File: src/rtl/serial_add_ctrl.sv
// serial_add_ctrl
//   Bit-serial adder controller. A single full-adder cell adds two WIDTH-bit
//   operands one bit per clock, LSB first. A start request is accepted while
//   the block is not busy (IDLE or DONE). The block then runs WIDTH SHIFT
//   cycles and pulses done for one cycle. The registered sum and cout update
//   on entry to DONE and hold until the next result.
//
// Ports
//   clk    in   rising-edge clock
//   rst_n  in   asynchronous active-low reset
//   start  in   request pulse, sampled while busy=0
//   a, b   in   WIDTH-bit operands, captured on the accepting edge
//   cin    in   carry-in, captured on the accepting edge
//   busy   out  high during the WIDTH add steps
//   done   out  one-cycle pulse, sum/cout valid
//   sum    out  a+b+cin mod 2^WIDTH, held until the next result
//   cout   out  carry out of bit WIDTH-1, held with sum
module serial_add_ctrl #(
  parameter int WIDTH = 8
) (
  input  logic             clk,
  input  logic             rst_n,
  input  logic             start,
  input  logic [WIDTH-1:0] a,
  input  logic [WIDTH-1:0] b,
  input  logic             cin,
  output logic             busy,
  output logic             done,
  output logic [WIDTH-1:0] sum,
  output logic             cout
);

  localparam int CNT_W = $clog2(WIDTH) + 1;

  typedef enum logic [1:0] {
    IDLE  = 2'd0,
    SHIFT = 2'd1,
    DONE  = 2'd2
  } state_t;

  state_t state, state_next;

  logic [WIDTH-1:0] sa, sb, sr, sr_next;
  logic             c;
  logic [CNT_W-1:0] cnt;
  logic             fa_s, fa_c;
  logic             accept;
  logic             last;

  // The one and only adder in the block: {carry, sum} of three bits.
  function automatic logic [1:0] full_add(input logic x, input logic y, input logic z);
    return {(x & y) | (x & z) | (y & z), x ^ y ^ z};
  endfunction

  assign {fa_c, fa_s} = full_add(sa[0], sb[0], c);
  assign last         = (cnt == CNT_W'(WIDTH - 1));
  assign busy         = (state == SHIFT);
  assign done         = (state == DONE);

  // Result register shifts right and the new sum bit enters at the MSB.
  // After WIDTH steps the first (LSB) bit has reached position 0.
  always_comb begin
    sr_next            = sr >> 1;
    sr_next[WIDTH-1]   = fa_s;
  end

  always_comb begin
    state_next = state;
    accept     = 1'b0;
    case (state)
      IDLE: begin
        if (start) begin
          accept     = 1'b1;
          state_next = SHIFT;
        end
      end
      SHIFT: begin
        if (last) state_next = DONE;
      end
      DONE: begin
        // A request in the done cycle is accepted, giving WIDTH+1 throughput.
        if (start) begin
          accept     = 1'b1;
          state_next = SHIFT;
        end else begin
          state_next = IDLE;
        end
      end
      default: state_next = IDLE;
    endcase
  end

  always_ff @(posedge clk or negedge rst_n) begin
    if (!rst_n) begin
      state <= IDLE;
      sa    <= '0;
      sb    <= '0;
      sr    <= '0;
      c     <= 1'b0;
      cnt   <= '0;
      sum   <= '0;
      cout  <= 1'b0;
    end else begin
      state <= state_next;
      if (accept) begin
        sa  <= a;
        sb  <= b;
        c   <= cin;
        cnt <= '0;
        sr  <= '0;
      end else if (state == SHIFT) begin
        sa  <= sa >> 1;
        sb  <= sb >> 1;
        c   <= fa_c;
        cnt <= cnt + CNT_W'(1);
        sr  <= sr_next;
        // Output registers take the completed result on the last step edge,
        // so they are valid in the same cycle done is high.
        if (last) begin
          sum  <= sr_next;
          cout <= fa_c;
        end
      end
    end
  end

endmodule

File: config.mk
export PLATFORM = sky130hd
export DESIGN_NAME = serial_add_ctrl
export DESIGN_NICKNAME = d
export VERILOG_FILES = /design/src/rtl/serial_add_ctrl.sv
export SDC_FILE = /design/constraint.sdc
export NUM_CORES = 1
export LEC_CHECK = 0
export BUFFER_PORTS_ARGS = -buffer_cell sky130_fd_sc_hd__buf_2
export CORE_MARGIN = 2
export CORE_UTILIZATION = 55
export DETAILED_ROUTE_END_ITERATION = 12
export PLACE_DENSITY = 0.76
export SYNTH_ARGS = -nofsm -noshare
export SYNTH_HDL_FRONTEND = slang
export SYNTH_SLANG_ARGS = --single-unit
File: constraint.sdc
create_clock -name clk -period 3.86 [get_ports clk]
set_clock_uncertainty 0.15 [all_clocks]
set_input_delay 0.386 -clock clk [delete_from_list [all_inputs] [get_ports clk]]
set_output_delay 0.386 -clock clk [all_outputs]
set_load 0.02 [all_outputs]
==> impl_metrics.py, run 1 <==
metrics = {
    "pwr": {
        "ir_worst_vdd_uv": 763.2,
        "power_leakage_nw": 0.9705,
        "power_density_nw_per_um2": 813.3,
        "finalPower_mw": 1.502,
    },
    "worst_hold_path": {
        "worstHoldStart": "a[6]",
        "whs_path_depth": 3,
        "hp-class": "input pin to flop",
    },
    "clock_tree": {
        "cts-resized-gates": 0,
        "cts_tree": "built",
        "clock_latency_ps": 340,
        "htreeDepth": 2,
        "numCtsBuffers": 5,
        "path_clk_slew_ps": 110,
        "clockBufferDepth": 2,
        "root_buffer": "clkbuf_4",
        "cts_sinks": 39,
    },
    "floorplanning": {
        "core_um2": 2781,
        "die_w_um": 58.47,
        "pin_count": 31,
        "die_y_um": 58.47,
        "dieArea_um2": 3418,
        "num_rows": 19,
        "start_util_pct": 58.66,
    },
    "sta": {
        "setup_viol": 0,
        "worstMarginPinSlew_ps": 999.8,
        "finalCriticalPeriod_ps": 2203,
        "drv_slew": 0,
        "fin_crit_sh_pct": 57.07,
        "timing.final.hold_violations": 0,
        "fmax_ghz": 0.4540,
        "max_slew_margin_pct": 33.10,
        "setup_tns_ps": 0,
        "rsz0062_at_grt": "no",
    },
    "placed_design": {
        "io_buffers": 30,
        "placed_cell_area_um2": 1787,
        "post-dp-hpwl_um": 1742,
        "gp_congestion": 0.7131,
    },
    "worst_setup_path": {
        "cp_cell_sequence": "nor2b_4, buf_4, nor3b_2, mux2_2",
        "arrival_ps": 2290,
        "cp-end-kind": "flop",
        "path_class": "flop to flop",
        "cp_data_required_time_ps": 3950,
        "crit_slowest_cell": "nor3b_2",
        "critPathMaxFanout": 31,
        "reg2regPathDepth": 4,
        "crit_path_max_incr_delay_ps": 660,
        "startpoint_type": "flop",
        "r2r_start": "state[0]",
        "crit_start": "state[0]",
    },
    "finish": {
        "drive_gt1_share_pct": 31.85,
        "finish.utilization_pct": 66.40,
        "diodes": 0,
        "regArea_um2": 975.9,
        "final_common_cell": "dfrtp_1",
        "final_cell_area_um2": 1847,
        "syn2layout_area_growth_pct": 13.19,
        "multi_input_area_um2": 606.8,
        "finalNetCount": 178,
        "fill_cells": 231,
        "mostFrequentLayoutCells": "39 x dfrtp_1, 30 x buf_2, 16 x a22o_1",
    },
    "detailed_routing": {
        "dr.max_layer_used": "met4",
        "met3_length_um": 124,
        "drt_pass1_iterations": 4,
        "wl_per_cell_um": 13.78,
        "drc_errors": 0,
        "drt_wl_total_um": 2590,
        "drt_iter0_drc": 38,
        "final_antenna_net_count": 0,
        "viasPerCell": 5.590,
        "met2_length_um": 1214,
        "vias": 1051,
        "wl_met1_um": 1183,
    },
    "synthesis": {
        "ys_top_cells_by_area": "dfrtp_1 60%, a22o_1 8.6%, mux2_2 6.9%, mux2i_1 6.7%, o21ai_0 3.1%",
        "synthesis.area_um2": 1632,
        "synth.ff_latch_count": 39,
        "ys_types": 19,
        "yosysTopAreaCell": "dfrtp_1",
        "synth.net_count": 146,
        "synth.top_cell.area_share_pct": 59.82,
        "syn_avg_cell_area_um2": 13.16,
        "syn_inst": 124,
        "seq_area_frac_synth_pct": 59.82,
        "synth_warnings": 0,
    },
    "global_route": {
        "antenna_found_initial": 0,
        "grt_usage_pct": 19.03,
        "grt-ovfl-total": 0,
        "grt_pass1_wl_um": 4809,
        "grt_pass1_vias": 1082,
        "grt_max_degree": 40,
    },
    "run_status": {
        "outcome": "finished, final reports clean",
    },
    "flow_run": {
        "maxCapViolations": 0,
    },
}
sequential cells by signal (all words and copies together) (netlist names):
name	cells
c	1
cnt	4
cout	1
sa	8
sb	8
sr	7
state	2
sum	8
critical path, delay by kind of cell, from the launching register on:
family                 cells  cell delay (ps)
buffers and inverters      1              330
DFF                        1              400
muxes                      1              410
and+or+nand+nor            2              810
per-stage QoR:
| step | hold slack [ps] | std cells | setup slack [ps] |
|---|---|---|---|
| 2_1_floorplan | -59.59 | 124 | 2318 |
| 3_3_place_gp | 314.0 | 179 | 1715 |
| 3_5_place_dp | 317.4 | 179 | 1643 |
| 4_1_cts | 75.41 | 188 | 1614 |
| 5_1_grt | 98.96 | 188 | 1454 |
| 6_report | 89.91 | 188 | 1657 |
metal layers:
metal	global-route usage (%)	up-vias
met5	0	-
met4	10.96	0
met3	5.275	6
met2	29.21	23
met1	24.29	512
li1	-	510
where the power goes:
part | switching [mW] | internal (mW)
combinational | 0.307 | 0.301
clock | 0.122 | 0.0710
sequential | 0.113 | 0.588
what timing repair did:
item	CTS	global route
endpoints found under the hold margin	30	0
setup buffers	0	0
hold buffers	1	0
area by class of cell:
| cell class | instances | area share, % |
|---|---|---|
| sequential | 39 | 52.85 |
| multi-input combinational | 77 | 32.86 |
| timing repair buffer | 33 | 9.485 |
| clock buffer | 7 | 2.439 |
| tap | 31 | 2.100 |
| clock inverter | 1 | 0.2710 |
cells in the mapped netlist:
library cell,count
mux2_2,10
fa_1,1
o21ai_0,10
ha_1,1
nor3b_2,1
nand4_1,1
xnor2_1,1
nor2b_4,1
nand2_1,13
clkbuf_1,1
mux2i_1,11
buf_2,3
buf_4,4
nor2_1,2
nand2b_1,1
nor2b_1,2
a21o_1,6
dfrtp_1,39
a22o_1,16
worst paths after layout:
| path | endpoint | slack [ps] |
|---|---|---|
| worst max-delay path | sum[7] | 1660 |
| worst min-delay path | sa[6] | 90 |
| worst max register to register | sum[7] | 1660 |
| worst min register to register | sb[1] | 340 |
| max in group asynchronous | sb[2] | 2530 |
| min in group asynchronous | sa[5] | 510 |
cells by family (layout without fill, tap and decap cells):
| logic type | Yosys count | count (layout) | synth area share, % |
|---|---|---|---|
| mux | 21 | 21 | 13.65 |
| xor+xnor | 1 | 1 | 0.5369 |
| buf+inv | 8 | 41 | 2.990 |
| simple gates | 21 | 21 | 6.596 |
| compound gates | 32 | 32 | 14.42 |
| fa+ha+maj | 2 | 2 | 1.994 |
| flops | 39 | 39 | 59.82 |
Power figures use the tool's default switching activity.
==> run 2: changes to the inputs <==
--- a/config.mk
+++ b/config.mk
@@ -5,11 +5,12 @@
 export SDC_FILE = /design/constraint.sdc
 export NUM_CORES = 1
 export LEC_CHECK = 0
+export ABC_AREA = 1
 export BUFFER_PORTS_ARGS = -buffer_cell sky130_fd_sc_hd__buf_2
 export CORE_MARGIN = 2
-export CORE_UTILIZATION = 55
+export CORE_UTILIZATION = 54
 export DETAILED_ROUTE_END_ITERATION = 12
-export PLACE_DENSITY = 0.76
+export PLACE_DENSITY = 0.75
 export SYNTH_ARGS = -nofsm -noshare
 export SYNTH_HDL_FRONTEND = slang
 export SYNTH_SLANG_ARGS = --single-unit
==> constraint.sdc (replaced) <==
create_clock -name clk -period 2.2 [get_ports clk]
set_clock_uncertainty 0.15 [all_clocks]
set_input_delay 0.22 -clock clk [delete_from_list [all_inputs] [get_ports clk]]
set_output_delay 0.22 -clock clk [all_outputs]
set_load 0.02 [all_outputs]
==> impl_metrics.py, run 2 <==
metrics = {
    "worst_setup_path": {
        "path_class": "flop to primary output",
        "startpoint_type": "flop",
        "critPathMaxFanout": 10,
        "crit_slowest_cell": "dfrtp_1",
        "cp-end-kind": "primary output",
        "arrival_ps": 1320,
        "crit_path_max_incr_delay_ps": 420,
        "cp_data_required_time_ps": 1830,
        "cp_cell_sequence": "inv_2, nor2_4, buf_2",
    },
    "sta": {
        "timing.final.hold_violations": 2,
        "rsz0062_at_grt": "no",
        "fin_crit_sh_pct": 76.66,
        "hold-worst-slack_ps": -3.701,
        "worstMarginPinSlew_ps": 840.8,
        "setup_viol": 0,
        "setup_tns_ps": 0,
        "max_slew_margin_pct": 43.95,
        "finalCriticalPeriod_ps": 1687,
        "fmax_ghz": 0.5929,
        "drv_slew": 0,
    },
    "finish": {
        "mostFrequentLayoutCells": "104 x nand2_1, 39 x dfrtp_1, 30 x buf_2",
        "drive_gt1_share_pct": 21.72,
        "diodes": 0,
        "final_common_cell": "nand2_1",
        "final_cell_area_um2": 2033,
        "reg.largest.list": "sa x8, sb x8, sum x8",
        "finalNetCount": 266,
        "finish.utilization_pct": 66.60,
        "syn2layout_area_growth_pct": 17.24,
        "instances_no_fill": 288,
    },
    "placed_design": {
        "post-dp-hpwl_um": 2153,
        "placed_cell_area_um2": 1912,
        "gp_congestion": 0.7832,
        "dpl.cell_count": 274,
        "io_buffers": 30,
    },
    "floorplanning": {
        "num_rows": 20,
        "die_w_um": 60.67,
        "die_y_um": 60.67,
        "dieArea_um2": 3681,
        "core_um2": 3053,
        "pin_count": 31,
        "start_util_pct": 56.80,
    },
    "detailed_routing": {
        "wl_per_cell_um": 11.36,
        "drt_iter0_drc": 92,
        "viasPerCell": 4.788,
        "drt_wl_total_um": 3272,
        "drt_pass1_iterations": 4,
        "vias": 1379,
        "drc_errors": 0,
        "final_antenna_net_count": 0,
    },
    "clock_tree": {
        "clockBufferDepth": 2,
        "cts_tree": "built",
        "post_cts_buffers": 0,
        "root_buffer": "clkbuf_4",
        "htreeDepth": 2,
        "numCtsBuffers": 5,
        "path_clk_slew_ps": 120,
        "cts_sinks": 39,
        "clock_latency_ps": 350,
    },
    "synthesis": {
        "synth.net_count": 226,
        "yosysTopAreaCell": "dfrtp_1",
        "syn_inst": 204,
        "synth.ff_latch_count": 39,
        "seq_area_frac_synth_pct": 56.28,
        "synthesis.area_um2": 1734,
        "yosysMostFrequentCell": "nand2_1",
        "syn_avg_cell_area_um2": 8.501,
        "async_flop_share_pct": 100.0,
        "synth-edff-count": 0,
        "ys_top_cells_by_area": "dfrtp_1 56%, nand2_1 23%, inv_1 3.5%, o21ai_2 3.0%, o22ai_1 2.5%",
        "synth_ff_type": "dfrtp_1",
        "synth.top_cell.area_share_pct": 56.28,
        "synth_commonest_cells": "104 x nand2_1, 39 x dfrtp_1, 16 x inv_1",
        "ys_types": 21,
        "synth_warnings": 0,
    },
    "pwr": {
        "power_leakage_nw": 1.142,
        "power_density_nw_per_um2": 1315,
        "ir_worst_vdd_uv": 767.4,
    },
    "global_route": {
        "grt_usage_pct": 20.05,
        "grt-ovfl-total": 0,
        "antenna_found_initial": 0,
        "grt_pass1_wl_um": 5340,
        "grt_pass1_vias": 1215,
        "grt_max_degree": 40,
    },
    "flow_run": {
        "maxCapViolations": 0,
    },
    "run_status": {
        "outcome": "finished, violations left",
        "violations": "negative hold slack",
    },
    "worst_hold_path": {
        "hp-class": "input pin to flop",
    },
}
[run 2: cell types whose count changed after synthesis, sizes merged, moves of 5 or more]
cell,previous run,this run
nand2,13,107
inv,0,18
a22o,16,0
mux2i,11,0
mux2,10,0
o22ai,0,7
a21o,6,0
nand3,0,5
[run 2: layout make-up]
cell class,instances,area [um2]
Inverter,18,67.56
Timing Repair Buffer,39,235.2
Clock inverter,2,13.76
Multi-Input combinational cell,141,648.1
Fill cell,270,1020
Clock buffer,5,37.54
Tap cell,44,55.05
Sequential cell,39,975.9
[run 2: timing repair]
item,4_1_cts,5_1_grt
resized for setup,0,0
endpoints found under the hold margin,45,0
hold buffers,7,0
[run 2: per-stage QoR]
step | setup WS [ps] | total power, mW
floorplan | 860.5 | 2.049
global route | 433.4 | 2.912
global placement | 772.0 | 2.295
finish | 513.4 | 2.674
detailed placement | 729.8 | 2.340
CTS | 515.7 | 2.693
[run 2: final timing paths]
check | endpoint | slack [ps] | from | cells past startpoint
worst max register to register | sb[4] | 720 | state[0] | 5
worst max-delay path | busy | 510 | state[0] | 3
max in group asynchronous | sa[5] | 1010 | rst_n | 2
worst min register to register | sum[1] | 340 | sum[1] | 2
worst min-delay path | sa[2] | -4 | a[2] | 5
min in group asynchronous | sum[1] | 350 | rst_n | 2
[run 2: worst max-delay path, delay by kind of cell, from the launching register on]
family / cells / cell delay (ps)
buffers and inverters: 2 / 300
and+or+nand+nor: 1 / 250
DFF: 1 / 420
[run 2: metal layers]
layer,wire length (um),up-vias,part of all wire [%],global-route usage (%)
met5,0,-,0,0
met4,47,0,1.4,7.453
met3,137,9,4.2,4.478
met2,1567,28,48,32.57
met1,1520,634,46,26.54
li1,-,708,-,-
[run 2: power by group]
part / internal [mW] / total (mW) / leakage, nW / switching [mW]
clock: 0.119 / 0.346 / 0.0310 / 0.227
sequential: 1.01 / 1.18 / 0.498 / 0.170
combinational: 0.403 / 1.15 / 0.613 / 0.744
[run 2: cell families after synthesis]
family,share of synthesized area (%)
simple gates,28.21
fa+ha+maj,1.876
compound gates,7.287
flops,56.28
buf+inv,6.349
==> run 3: changes to the inputs <==
--- a/config.mk
+++ b/config.mk
@@ -8,9 +8,9 @@
 export ABC_AREA = 1
 export BUFFER_PORTS_ARGS = -buffer_cell sky130_fd_sc_hd__buf_2
 export CORE_MARGIN = 2
-export CORE_UTILIZATION = 54
+export CORE_UTILIZATION = 49
 export DETAILED_ROUTE_END_ITERATION = 12
-export PLACE_DENSITY = 0.75
+export PLACE_DENSITY = 0.71
 export SYNTH_ARGS = -nofsm -noshare
 export SYNTH_HDL_FRONTEND = slang
 export SYNTH_SLANG_ARGS = --single-unit
==> constraint.sdc (replaced) <==
create_clock -name clk -period 1.5 [get_ports clk]
set_clock_uncertainty 0.15 [all_clocks]
set_input_delay 0.15 -clock clk [delete_from_list [all_inputs] [get_ports clk]]
set_output_delay 0.15 -clock clk [all_outputs]
set_load 0.02 [all_outputs]
==> impl_metrics.py, run 3 (same netlist as run 2, synthesis figures left out) <==
metrics = {
    "run_status": {
        "outcome": "finished, final reports clean",
    },
    "placed_design": {
        "placed_cell_area_um2": 1959,
        "post-dp-hpwl_um": 2186,
        "gp_congestion": 0.7198,
        "dpl.cell_count": 282,
        "io_buffers": 30,
    },
    "worst_setup_path": {
        "critPathMaxFanout": 2,
        "cp-end-kind": "flop",
        "rrSetupSlack_ps": 100,
        "arrival_ps": 1520,
        "cp_data_required_time_ps": 1620,
        "r2r_start": "c",
        "path_class": "flop to flop",
        "startpoint_type": "flop",
        "reg2reg_to": "sr[7]",
        "reg2regPathDepth": 3,
    },
    "sta": {
        "fin_crit_sh_pct": 93.36,
        "finalCriticalPeriod_ps": 1400,
        "hold-worst-slack_ps": 124.7,
        "setup_viol": 0,
        "fmax_ghz": 0.7141,
        "worstMarginPinSlew_ps": 479.1,
        "max_slew_margin_pct": 68.06,
        "rsz0062_at_grt": "no",
        "timing.final.hold_violations": 0,
        "drv_slew": 0,
        "setup_tns_ps": 0,
    },
    "worst_hold_path": {
        "whs_path_depth": 4,
        "hp-class": "input pin to flop",
        "worstHoldStart": "start",
        "whs_endpoint": "state[0]",
    },
    "finish": {
        "final_common_cell": "nand2_1",
        "mostFrequentLayoutCells": "104 x nand2_1, 39 x dfrtp_1, 29 x buf_2",
        "final_cell_area_um2": 2253,
        "syn2layout_area_growth_pct": 29.94,
        "instances_no_fill": 311,
        "finalNetCount": 286,
        "diodes": 0,
        "reg.largest.list": "sa x8, sb x8, sum x8",
        "drive_gt1_share_pct": 24.15,
    },
    "detailed_routing": {
        "final_antenna_net_count": 0,
        "wl_per_cell_um": 11.12,
        "viasPerCell": 4.678,
        "drc_errors": 0,
        "vias": 1455,
        "drt_iter0_drc": 64,
        "drt_pass1_iterations": 6,
        "drt_wl_total_um": 3457,
    },
    "clock_tree": {
        "path_clk_slew_ps": 120,
        "cts_sinks": 39,
        "cts_tree": "built",
        "root_buffer": "clkbuf_4",
        "htreeDepth": 2,
        "clockBufferDepth": 2,
        "numCtsBuffers": 5,
        "clock_latency_ps": 350,
    },
    "flow_run": {
        "maxCapViolations": 0,
    },
    "floorplanning": {
        "dieArea_um2": 4031,
        "pin_count": 31,
        "num_rows": 21,
        "core_um2": 3363,
        "die_y_um": 63.49,
        "die_w_um": 63.49,
        "start_util_pct": 51.56,
    },
    "pwr": {
        "finalPower_mw": 4.271,
        "power_density_nw_per_um2": 1895,
        "power_leakage_nw": 1.235,
        "ir_worst_vdd_uv": 973.6,
    },
    "global_route": {
        "grt_pass1_wl_um": 6009,
        "grt_pass1_vias": 1388,
        "grt_max_degree": 40,
        "grt_usage_pct": 19.56,
        "antenna_found_initial": 0,
        "grt-ovfl-total": 0,
    },
}
-- run 3: cell types whose count changed in the layout (fill, tap and decap cells not counted), sizes merged --
cell,change
clkbuf,+2
clkinvlp,+1
dlygate4sd3,+11
buf,+9
clkinv,-2
-- run 3: worst max-delay path by stage --
stage                  start     end  depth (start not counted)
finish                     c   sr[7]                          3
global route          cnt[0]  sum[3]                          6
CTS                 state[0]    busy                          3
detailed placement    cnt[0]  sum[2]                          6
global placement      cnt[0]  sum[0]                          6
floorplan             cnt[0]  sum[4]                          6
-- run 3: metal layers --
layer	wire [um]	vias to the layer above	track usage [%]
met3	130	6	5.536
li1	-	746	-
met4	57	0	7.880
met1	1614	676	24.65
met2	1655	27	31.71
met5	0	-	0
-- run 3: worst max-delay path, cell delays in order, from the launching register on --
cell	delay [ps]
dfrtp_1	410
fa_1	530
inv_1	60
o22ai_1	180
-- run 3: what timing repair did --
action                                 in CTS  in global routing
buffers inserted                            0                  3
gates resized for setup                     0                  4
hold buffers                               18                  0
setup endpoints to repair                   0                 10
endpoints found under the hold margin      56                  0
-- run 3: cell type report --
type,count,area (um2)
sequential,39,975.9
tap,46,57.56
timing repair buffer,59,415.4
clock inverter,1,7.507
clock buffer,7,65.06
fill,296,1110
inverter,18,67.56
multi-input combinational,141,664.4
-- run 3: power by group --
group / internal [mW] / total (mW) / leakage [nW] / switching (mW)
Clock: 0.274 / 0.618 / 0.0375 / 0.344
Sequential: 1.48 / 1.72 / 0.498 / 0.241
Combinational: 0.757 / 1.93 / 0.699 / 1.17
-- run 3: metrics by stage --
step           utilization [%]  setup slack, ps
2_1_floorplan                -            160.5
3_3_place_gp             58.26            101.5
3_5_place_dp             58.26            43.07
4_1_cts                  65.77            16.36
5_1_grt                  67.00            16.68
6_report                 67.00            99.57
